## src/rtl/alu_arbiter_pkg.sv

```systemverilog
// Shared constants and types for the two-requester ALU arbiter.
// Holds the op codes, the state encoding and the operand width that the ALU instance must match.
package alu_arbiter_pkg;

    localparam int ALU_W    = 16;
    localparam int ALU_OP_W = 2;

    localparam logic [1:0] ALU_ADD = 2'b00;
    localparam logic [1:0] ALU_XOR = 2'b01;
    localparam logic [1:0] ALU_SUB = 2'b10;
    localparam logic [1:0] ALU_ILL = 2'b11;

    typedef enum logic [1:0] {
        ST_IDLE = 2'd0,
        ST_EXEC = 2'd1,
        ST_RESP = 2'd2
    } state_t;

endpackage

```

## src/rtl/alu_arbiter_rr_arb2.sv

```systemverilog
// Two-way round-robin grant: a lone request always wins, and a tie goes to the side ptr names.
// Purely combinational; the output is one-hot, or zero when nothing is requested.
module rr_arb2 (
    input  logic [1:0] req,
    input  logic       ptr,
    output logic [1:0] gnt
);

    always_comb begin
        gnt = 2'b00;
        case (req)
            2'b01:   gnt = 2'b01;
            2'b10:   gnt = 2'b10;
            2'b11:   gnt = ptr ? 2'b10 : 2'b01;
            default: gnt = 2'b00;
        endcase
    end

endmodule

```

## src/rtl/alu_arbiter.sv

```systemverilog
// Shares one combinational ALU between two requesters, issuing one operation at a time.
// Each operation passes through accept, ALU evaluate and response handshake.
//  state   | meaning
//  ST_IDLE | waiting for a request; the winner is accepted combinationally
//  ST_EXEC | ALU inputs driven from the held operands; the result is captured at the edge
//  ST_RESP | response presented; held until resp_ready
module alu_arbiter
    import alu_arbiter_pkg::*;
#(
    parameter int WIDTH = ALU_W,
    parameter int OP_W  = ALU_OP_W
) (
    input  logic             clk,
    input  logic             rst,
    input  logic             r0_valid,
    output logic             r0_ready,
    input  logic [OP_W-1:0]  r0_op,
    input  logic [WIDTH-1:0] r0_a,
    input  logic [WIDTH-1:0] r0_b,
    input  logic             r1_valid,
    output logic             r1_ready,
    input  logic [OP_W-1:0]  r1_op,
    input  logic [WIDTH-1:0] r1_a,
    input  logic [WIDTH-1:0] r1_b,
    output logic             resp_valid,
    input  logic             resp_ready,
    output logic             resp_id,
    output logic [WIDTH-1:0] resp_data,
    output logic             resp_err,
    output logic             busy,
    output logic [WIDTH-1:0] alu_in1,
    output logic [WIDTH-1:0] alu_in2,
    output logic [OP_W-1:0]  alu_op,
    input  logic [WIDTH-1:0] alu_out
);

    state_t           state;
    state_t           state_nxt;
    logic             rr_ptr;
    logic [1:0]       gnt;
    logic             accept;
    logic             win_id;
    logic             win_ill;
    logic [OP_W-1:0]  win_op;
    logic [WIDTH-1:0] win_a;
    logic [WIDTH-1:0] win_b;

    rr_arb2 u_rr_arb2 (
        .req (({r1_valid, r0_valid})),
        .ptr (rr_ptr),
        .gnt (gnt)
    );

    assign win_id  = gnt[1];
    assign win_op  = win_id ? r1_op : r0_op;
    assign win_a   = win_id ? r1_a  : r0_a;
    assign win_b   = win_id ? r1_b  : r0_b;
    assign win_ill = (win_op == OP_W'(ALU_ILL));
    assign accept  = (state == ST_IDLE) && (gnt != 2'b00);

    // Readys are gated by rst so they drop the instant reset is asserted.
    assign r0_ready   = accept && gnt[0] && !rst;
    assign r1_ready   = accept && gnt[1] && !rst;
    assign resp_valid = (state == ST_RESP);
    assign busy       = (state != ST_IDLE);

    always_comb begin
        state_nxt = state;
        case (state)
            ST_IDLE: begin
                if (accept) begin
                    state_nxt = win_ill ? ST_RESP : ST_EXEC;
                end
            end
            ST_EXEC: state_nxt = ST_RESP;
            ST_RESP: begin
                if (resp_ready) begin
                    state_nxt = ST_IDLE;
                end
            end
            default: state_nxt = ST_IDLE;
        endcase
    end

    // alu_in1/alu_in2/alu_op double as the operand hold registers and resp_id as the held id.
    always_ff @(posedge clk or posedge rst) begin
        if (rst) begin
            state     <= ST_IDLE;
            rr_ptr    <= 1'b0;
            alu_in1   <= '0;
            alu_in2   <= '0;
            alu_op    <= '0;
            resp_id   <= 1'b0;
            resp_data <= '0;
            resp_err  <= 1'b0;
        end else begin
            state <= state_nxt;
            if (accept) begin
                resp_id <= win_id;
                if (win_ill) begin
                    resp_err  <= 1'b1;
                    resp_data <= '0;
                end else begin
                    resp_err <= 1'b0;
                    alu_in1  <= win_a;
                    alu_in2  <= win_b;
                    alu_op   <= win_op;
                end
            end
            if (state == ST_EXEC) begin
                resp_data <= alu_out;
            end
            if ((state == ST_RESP) && resp_ready) begin
                rr_ptr <= ~resp_id;
            end
        end
    end

endmodule

```

## config.mk

```make
export PLATFORM = sky130hd
export DESIGN_NAME = alu_arbiter
export DESIGN_NICKNAME = d
export VERILOG_FILES = /design/src/rtl/alu_arbiter_pkg.sv /design/src/rtl/alu_arbiter_rr_arb2.sv /design/src/rtl/alu_arbiter.sv
export SDC_FILE = /design/constraint.sdc
export NUM_CORES = 1
export LEC_CHECK = 0
export BUFFER_PORTS_ARGS = -buffer_cell sky130_fd_sc_hd__buf_4
export CORE_UTILIZATION = 40
export CTS_CLUSTER_SIZE = 40
export DETAILED_ROUTE_END_ITERATION = 12
export GPL_ROUTABILITY_DRIVEN = 0
export HOLD_SLACK_MARGIN = 0.12
export PLACE_DENSITY = 0.7
export SYNTH_ARGS = -nofsm -noshare
export SYNTH_HDL_FRONTEND = slang
export SYNTH_HIERARCHICAL = 1
export SYNTH_SLANG_ARGS = --single-unit
```

## constraint.sdc

```tcl
create_clock -name clk -period 2.5 [get_ports clk]
set_input_delay 0 -clock clk [delete_from_list [all_inputs] [get_ports clk]]
set_output_delay 0 -clock clk [all_outputs]
set_load 0.01 [all_outputs]
```

---- Yosys cells after proc, flatten, opt, wreduce, memory -nomap -nowiden ----
Cells that the tools add are included.
storage, ports and cells
  register bits ........................... 55
  input port bits ......................... 89
  output and inout bits ................... 56
  word-level logic and storage cells ...... 46
cells by class
  eq/ne operators ......................... 8
  muxes and demuxes ....................... 13
  bitwise operators ....................... 2
  reduce and logical (&&, ||, !) cells .... 15
operator list
  kind                number
  $mux 16             5
  $pmux 2 s3          2
  $mux 2              5
  $eq 2x2->1 const B  4
  $reduce_bool 2->1   4
  $logic_and 1x1->1   6
  $reduce_and 2->1    3
  $eq 2x1->1 const B  2
  $logic_not 2->1     1
  $ne 2x1->1 const B  1
  $ne 2x2->1 const B  1
  $not 1->1           2
  $logic_not 1->1     1
  $mux 1              1

---- Depth between registers and ports, before layout ----
  word-level depth ........................ 7
  gate-level depth with buffers ........... 7
  mapped depth without buffers ............ 5

---- Cells and area by module ----
The synthesis kept the hierarchy.
modules (own cells, without submodules)
  module       times used  cells each  area an instance (sq um)  seq. area each (sq um)
  alu_arbiter  1           212         2,807.7                   1,376.3
  rr_arb2      1           3           18.8                      0.0

---- Worst setup path before layout ----
OpenSTA, ideal clock, no wires.
  kind .................................... reg-to-reg
  from .................................... register rr_ptr
  to ...................................... register alu_in1[0]
  setup time .............................. 125 ps
  arrival time ............................ 1,644 ps
  required time ........................... 2,375 ps
  setup slack ............................. 731 ps
  stages on the path, launching flop included .. 7
  path buffers ............................ 2
  clock period less this slack ............ 1,769 ps
  cell sequence ........................... dfrtp_1 -> inv_1 -> a21boi_1 -> buf_6 -> buf_4 -> mux2_2 -> mux2_4
between the ends
  word-level cells in the longest chain between the ends .. 6
  elaborated cells between the ends (all ways) .. 9
ends and longest elaborated chain
  item                               RTL line                   source
  from (decl)                        alu_arbiter.sv:39          logic rr_ptr;
  from (signal assigned)             alu_arbiter.sv:114         rr_ptr <= ~resp_id;
  $mux 2 *                           alu_arbiter_rr_arb2.sv:14  2'b11: gnt = ptr ? 2'b10 : 2'b01;
  $pmux 2 s3 *                       alu_arbiter_rr_arb2.sv:11  case (req)
  net gnt[1]                         alu_arbiter.sv:40          logic [1:0] gnt;
  $mux 2                             alu_arbiter.sv:55          assign win_op = win_id ? r1_op : r0_op;
  $eq 2x2->1                         alu_arbiter.sv:58          assign win_ill = (win_op == OP_W'(ALU_ILL));
  $not 1->1 (no source line)         -
  $reduce_and 2->1 (no source line)  -
  to (signal assigned)               alu_arbiter.sv:105         alu_in1 <= win_a;
  to (decl)                          alu_arbiter.sv:31          output logic [WIDTH-1:0] alu_in1,
The timed path passes the listed nets; every way through them passes the cells marked *.
A chain may end at the register's enable or synchronous reset.

---- Worst setup path after layout ----
  from .................................... register rr_ptr
  to ...................................... register alu_in2[14]
between the ends
  word-level cells in the longest chain between the ends .. 6
  elaborated cells between the ends (all ways) .. 9
ends and longest elaborated chain
  item                               RTL line                   source
  $mux 2 *                           alu_arbiter_rr_arb2.sv:14
  $pmux 2 s3 *                       alu_arbiter_rr_arb2.sv:11
  net gnt[1]                         alu_arbiter.sv:40
  $mux 2                             alu_arbiter.sv:55
  $eq 2x2->1                         alu_arbiter.sv:58
  $not 1->1 (no source line)         -
  $reduce_and 2->1 (no source line)  -
  to (signal assigned)               alu_arbiter.sv:106         alu_in2 <= win_b;
  to (decl)                          alu_arbiter.sv:32          output logic [WIDTH-1:0] alu_in2,
Marked as above.

==> flow_results.org <==
** Global routing
- Entering global routing, the biggest net connects 25 pins.
- In the global route stage, overall resource usage came out at 21.2%.
- For this run the aggregate overflow at the end of global routing stands at 0.
- Number of antenna violations at the first check in global routing :: 0
- The via count of the first global-routing pass came to 2640.
- First-pass GRT wire length :: around 12 mm

** Synth
- Number of enable flip-flop cells after synthesis :: 0
- Post-synth top flop :: sky130_fd_sc_hd__dfrtp_1
- Flop and latch count out of synthesis :: 55
- Netlist cell types :: 34
- In the synthesized netlist, the number of instances is between 200 and 250.
- The synthesized netlist occupies a cell area of roughly 2800 sq um.
- Averaged over all synthesized cells, the footprint is 13.1 sq um.
- Share of synthesized registers carrying an async set or reset :: 100%
- Sequential cells were found to cover 48.7% of the synthesized design area.
- Syn_nets :: 304
- Yosys warning count :: 6

** Final layout
- Measured on the finished design, the core utilization comes to 72.3%.
- Ratio of cells with drive above 1 in the final layout :: between 50% and 60%
- The area growth from synthesis to layout is 73.7%.
- Count of antenna diodes in the layout :: 0
- The filler cells instantiated in the layout total approximately 470.
- Design Area, Final :: slightly below 5000 sq um
- Net total in the final layout :: approximately 530
- Once layout is complete, the cells apart from fillers number 540.

** STA
- On the final layout, the worst clock skew is approximately 0.0093 ns.
- Final clock period utilization by the worst path :: 92.6%
- Max-slew headroom :: approximately 57%
- Setup total negative slack :: 0 ns
- The number of hold violations in the final report was 0.
- Derived from the worst setup path, the maximum achievable clock frequency is 432 MHz.
- The number of pins exceeding their max-slew limit in the final report came to 0.
- Final Critical Period :: 2.31 ns
- Slew @ Worst Pin :: 0.645 ns
- Setup repair after global routing left no endpoint under its margin.
- Setup-failing EPs final :: 0

** Power
- Post-layout total power :: 4790 uW
- Logic gate share of total power :: 52.1%
- Internal power consumption :: about 3200 uW
- For this design the ratio of total power to cell area is 975 nW/um^2.
- For this design the total switching power over the nets is around 1600 uW.
- Reg power frac :: 33.5%
- Net switching share of the total power :: roughly 33%
- Leakage power of the design :: ~0.0024 uW
- Peak supply drop :: roughly 500 uV
- The share of total power dissipated in the clock network is 14.3%.

** Placed design
- Dpl cells :: 450
- Count of input and output buffers :: roughly 140
- Final HPWL DP :: 4.86 mm
- Instance area at placement :: 3960 sq um

** Worst setup path
- For the worst setup path, the data arrival time is 2.50 ns.
- At the worst endpoint, the required time is ~2.7 ns.
- Critical Path Start Type :: flip-flop
- Worst Path Max Fanout :: 20
- The worst setup path is of the flip-flop to flip-flop kind.
- The worst setup path is captured at a flip-flop.

** Drt
- Number of design rule violations left after detail routing :: 0
- The pre-antenna-repair detailed-routing pass consisted of 4 iterations.
- The final route contains 2483 vias.
- The routed design has between 7 and 8 mm of wire.
- Count of antenna-violating nets left after detailed routing :: 0
- In the final routed layout, each cell accounts on average for 14.3 um.
- Via-to-Cell Ratio :: 4.60
- After the first detailed-routing iteration, the DRC count stood at 47.

** CTS
- The longest clock path from root to sink contains 2 buffers.
- Number of buffers added by the clock tree synthesis step :: 5
- Skew-Pair Late Insertion Delay :: 0.30 ns
- # H-tree levels :: 2
- The clock net in this run drives a total of 55 sinks.
- TritonCTS built the clock tree.
- CTS Root Cell :: sky130_fd_sc_hd__clkbuf_8
- After clock tree synthesis, the clock-pin slew on the worst setup and hold paths is ~0.1 ns.
- In this run, post-CTS repair resized a total of 0 instances.

** Die
- Die outline width :: ~86 um
- The die covers 7410 sq um.
- Initial Util :: a little over two fifths
- Area of the core :: 6790 sq um
- Die boundary height :: 86.1 um
- In this run the count of I/O pins placed on the die edge is about 150.
- The floorplan has 30 rows.

** Min path
- Min-Delay Path Class :: input port to asynchronous set/reset pin

** Run
- Number of violations of the max-capacitance limit :: 0

** Outcome
- Status :: finished clean
## area by class of cell
class	instances	area [sq um]	share of cell area (%)
repair buffers	234	1960	40.0
flip-flops and latches	55	1380	28.0
multi-input cells	141	1300	26.4
well taps	96	120	2.45
clock buffers	6	72.6	1.48
clock inverters	2	60.1	1.22
inverters	6	22.5	0.459
## worst paths after layout
path / startpoint / endpoint / slack, ns / cells past startpoint
max: rr_ptr / alu_in2[14] / 0.19 / 6
min: rst / alu_in2[4] / 0.20 / 3
max reg2reg: rr_ptr / alu_in2[14] / 0.19 / 6
min reg2reg: alu_op[1] / alu_op[1] / 0.50 / 1
max in group asynchronous: rst / alu_in1[3] / 1.73 / 4
min in group clk: r1_op[1] / alu_op[1] / 0.21 / 4
## state kept, by name, indices dropped and copies added (netlist names)
name / cells
alu_in1: 16
alu_in2: 16
resp_data: 16
alu_op: 2
state: 2
resp_err: 1
resp_id: 1
rr_ptr: 1
## power by group through the flow
stage               Sequential [uW]  Combinational, uW  Clock [uW]
floorplan                      1770               1270           0
global placement               1600               2290           0
detailed placement             1610               2340           0
CTS                            1600               2500         700
global route                   1660               2670         733
finish                         1600               2490         686
## cell usage after synthesis, types with 2 or more instances
library cell               number  share of area, %
sky130_fd_sc_hd__inv_1          6              0.80
sky130_fd_sc_hd__o21ai_2       10               3.1
sky130_fd_sc_hd__nor2b_1        2              0.44
sky130_fd_sc_hd__and3_1         3              0.66
sky130_fd_sc_hd__mux2_2        35                14
sky130_fd_sc_hd__buf_6          3               1.2
sky130_fd_sc_hd__mux2i_1        2              0.71
sky130_fd_sc_hd__o21ai_0        7               1.2
sky130_fd_sc_hd__nand2_1       35               4.6
sky130_fd_sc_hd__mux2_4        29                15
sky130_fd_sc_hd__buf_12         3               2.1
sky130_fd_sc_hd__a21boi_0       2              0.53
sky130_fd_sc_hd__buf_4          2              0.53
sky130_fd_sc_hd__dfrtp_1       55                49
sky130_fd_sc_hd__buf_2          2              0.35
## routing by layer
metal	GRT usage [%]	up-vias	part of all wire (%)
met1	24.5	1198	40
met5	0	-	0
met4	4.85	0	0.60
met3	3.27	6	4.6
li1	-	1188	-
met2	40.7	91	55
## logic make-up after synthesis
family / Yosys count / share of synthesized area, %
AOI/OAI and AO/OA: 27 / 7.53
buffers and inverters: 19 / 5.84
DFF: 55 / 48.7
muxes: 66 / 30.1
and+or+nand+nor: 48 / 7.88
## stage by stage
step / setup WS (ns) / hold WS, ns
after floorplan: 0.731 / 0.117
after global placement: 0.665 / -0.0486
after detailed placement: 0.640 / -0.0528
after CTS: 0.185 / 0.189
after global routing: 0.105 / 0.211
final: 0.185 / 0.200
## what timing repair did
| action | in CTS | in global routing |
|---|---|---|
| hold buffers | 82 | 0 |
| buffers inserted | 0 | 0 |
| hold endpoints to repair | 105 | 0 |
## worst max-delay path, cell delays in order, from the launching register on
cell                            delay (ns)
sky130_fd_sc_hd__dfrtp_1              0.37
sky130_fd_sc_hd__inv_1                0.08
sky130_fd_sc_hd__a21boi_4             0.23
sky130_fd_sc_hd__buf_4                0.31
sky130_fd_sc_hd__mux2_2               0.37
sky130_fd_sc_hd__dlygate4sd3_1        0.57
sky130_fd_sc_hd__mux2_4               0.27
## layout by cell type (no fill, tap or decap), types with 2 or more instances in the layout
cell,n
sky130_fd_sc_hd__mux2i_1,2
sky130_fd_sc_hd__mux2_2,35
sky130_fd_sc_hd__inv_1,5
sky130_fd_sc_hd__bufinv_16,2
sky130_fd_sc_hd__buf_4,152
sky130_fd_sc_hd__nand2_1,35
sky130_fd_sc_hd__dfrtp_1,55
sky130_fd_sc_hd__clkbuf_8,5
sky130_fd_sc_hd__a21boi_0,2
sky130_fd_sc_hd__mux2_4,29
sky130_fd_sc_hd__nor2b_1,2
sky130_fd_sc_hd__o21ai_2,10
sky130_fd_sc_hd__o21ai_0,7
sky130_fd_sc_hd__dlygate4sd3_1,82
sky130_fd_sc_hd__and3_1,3
Power figures use the tool's default switching activity.
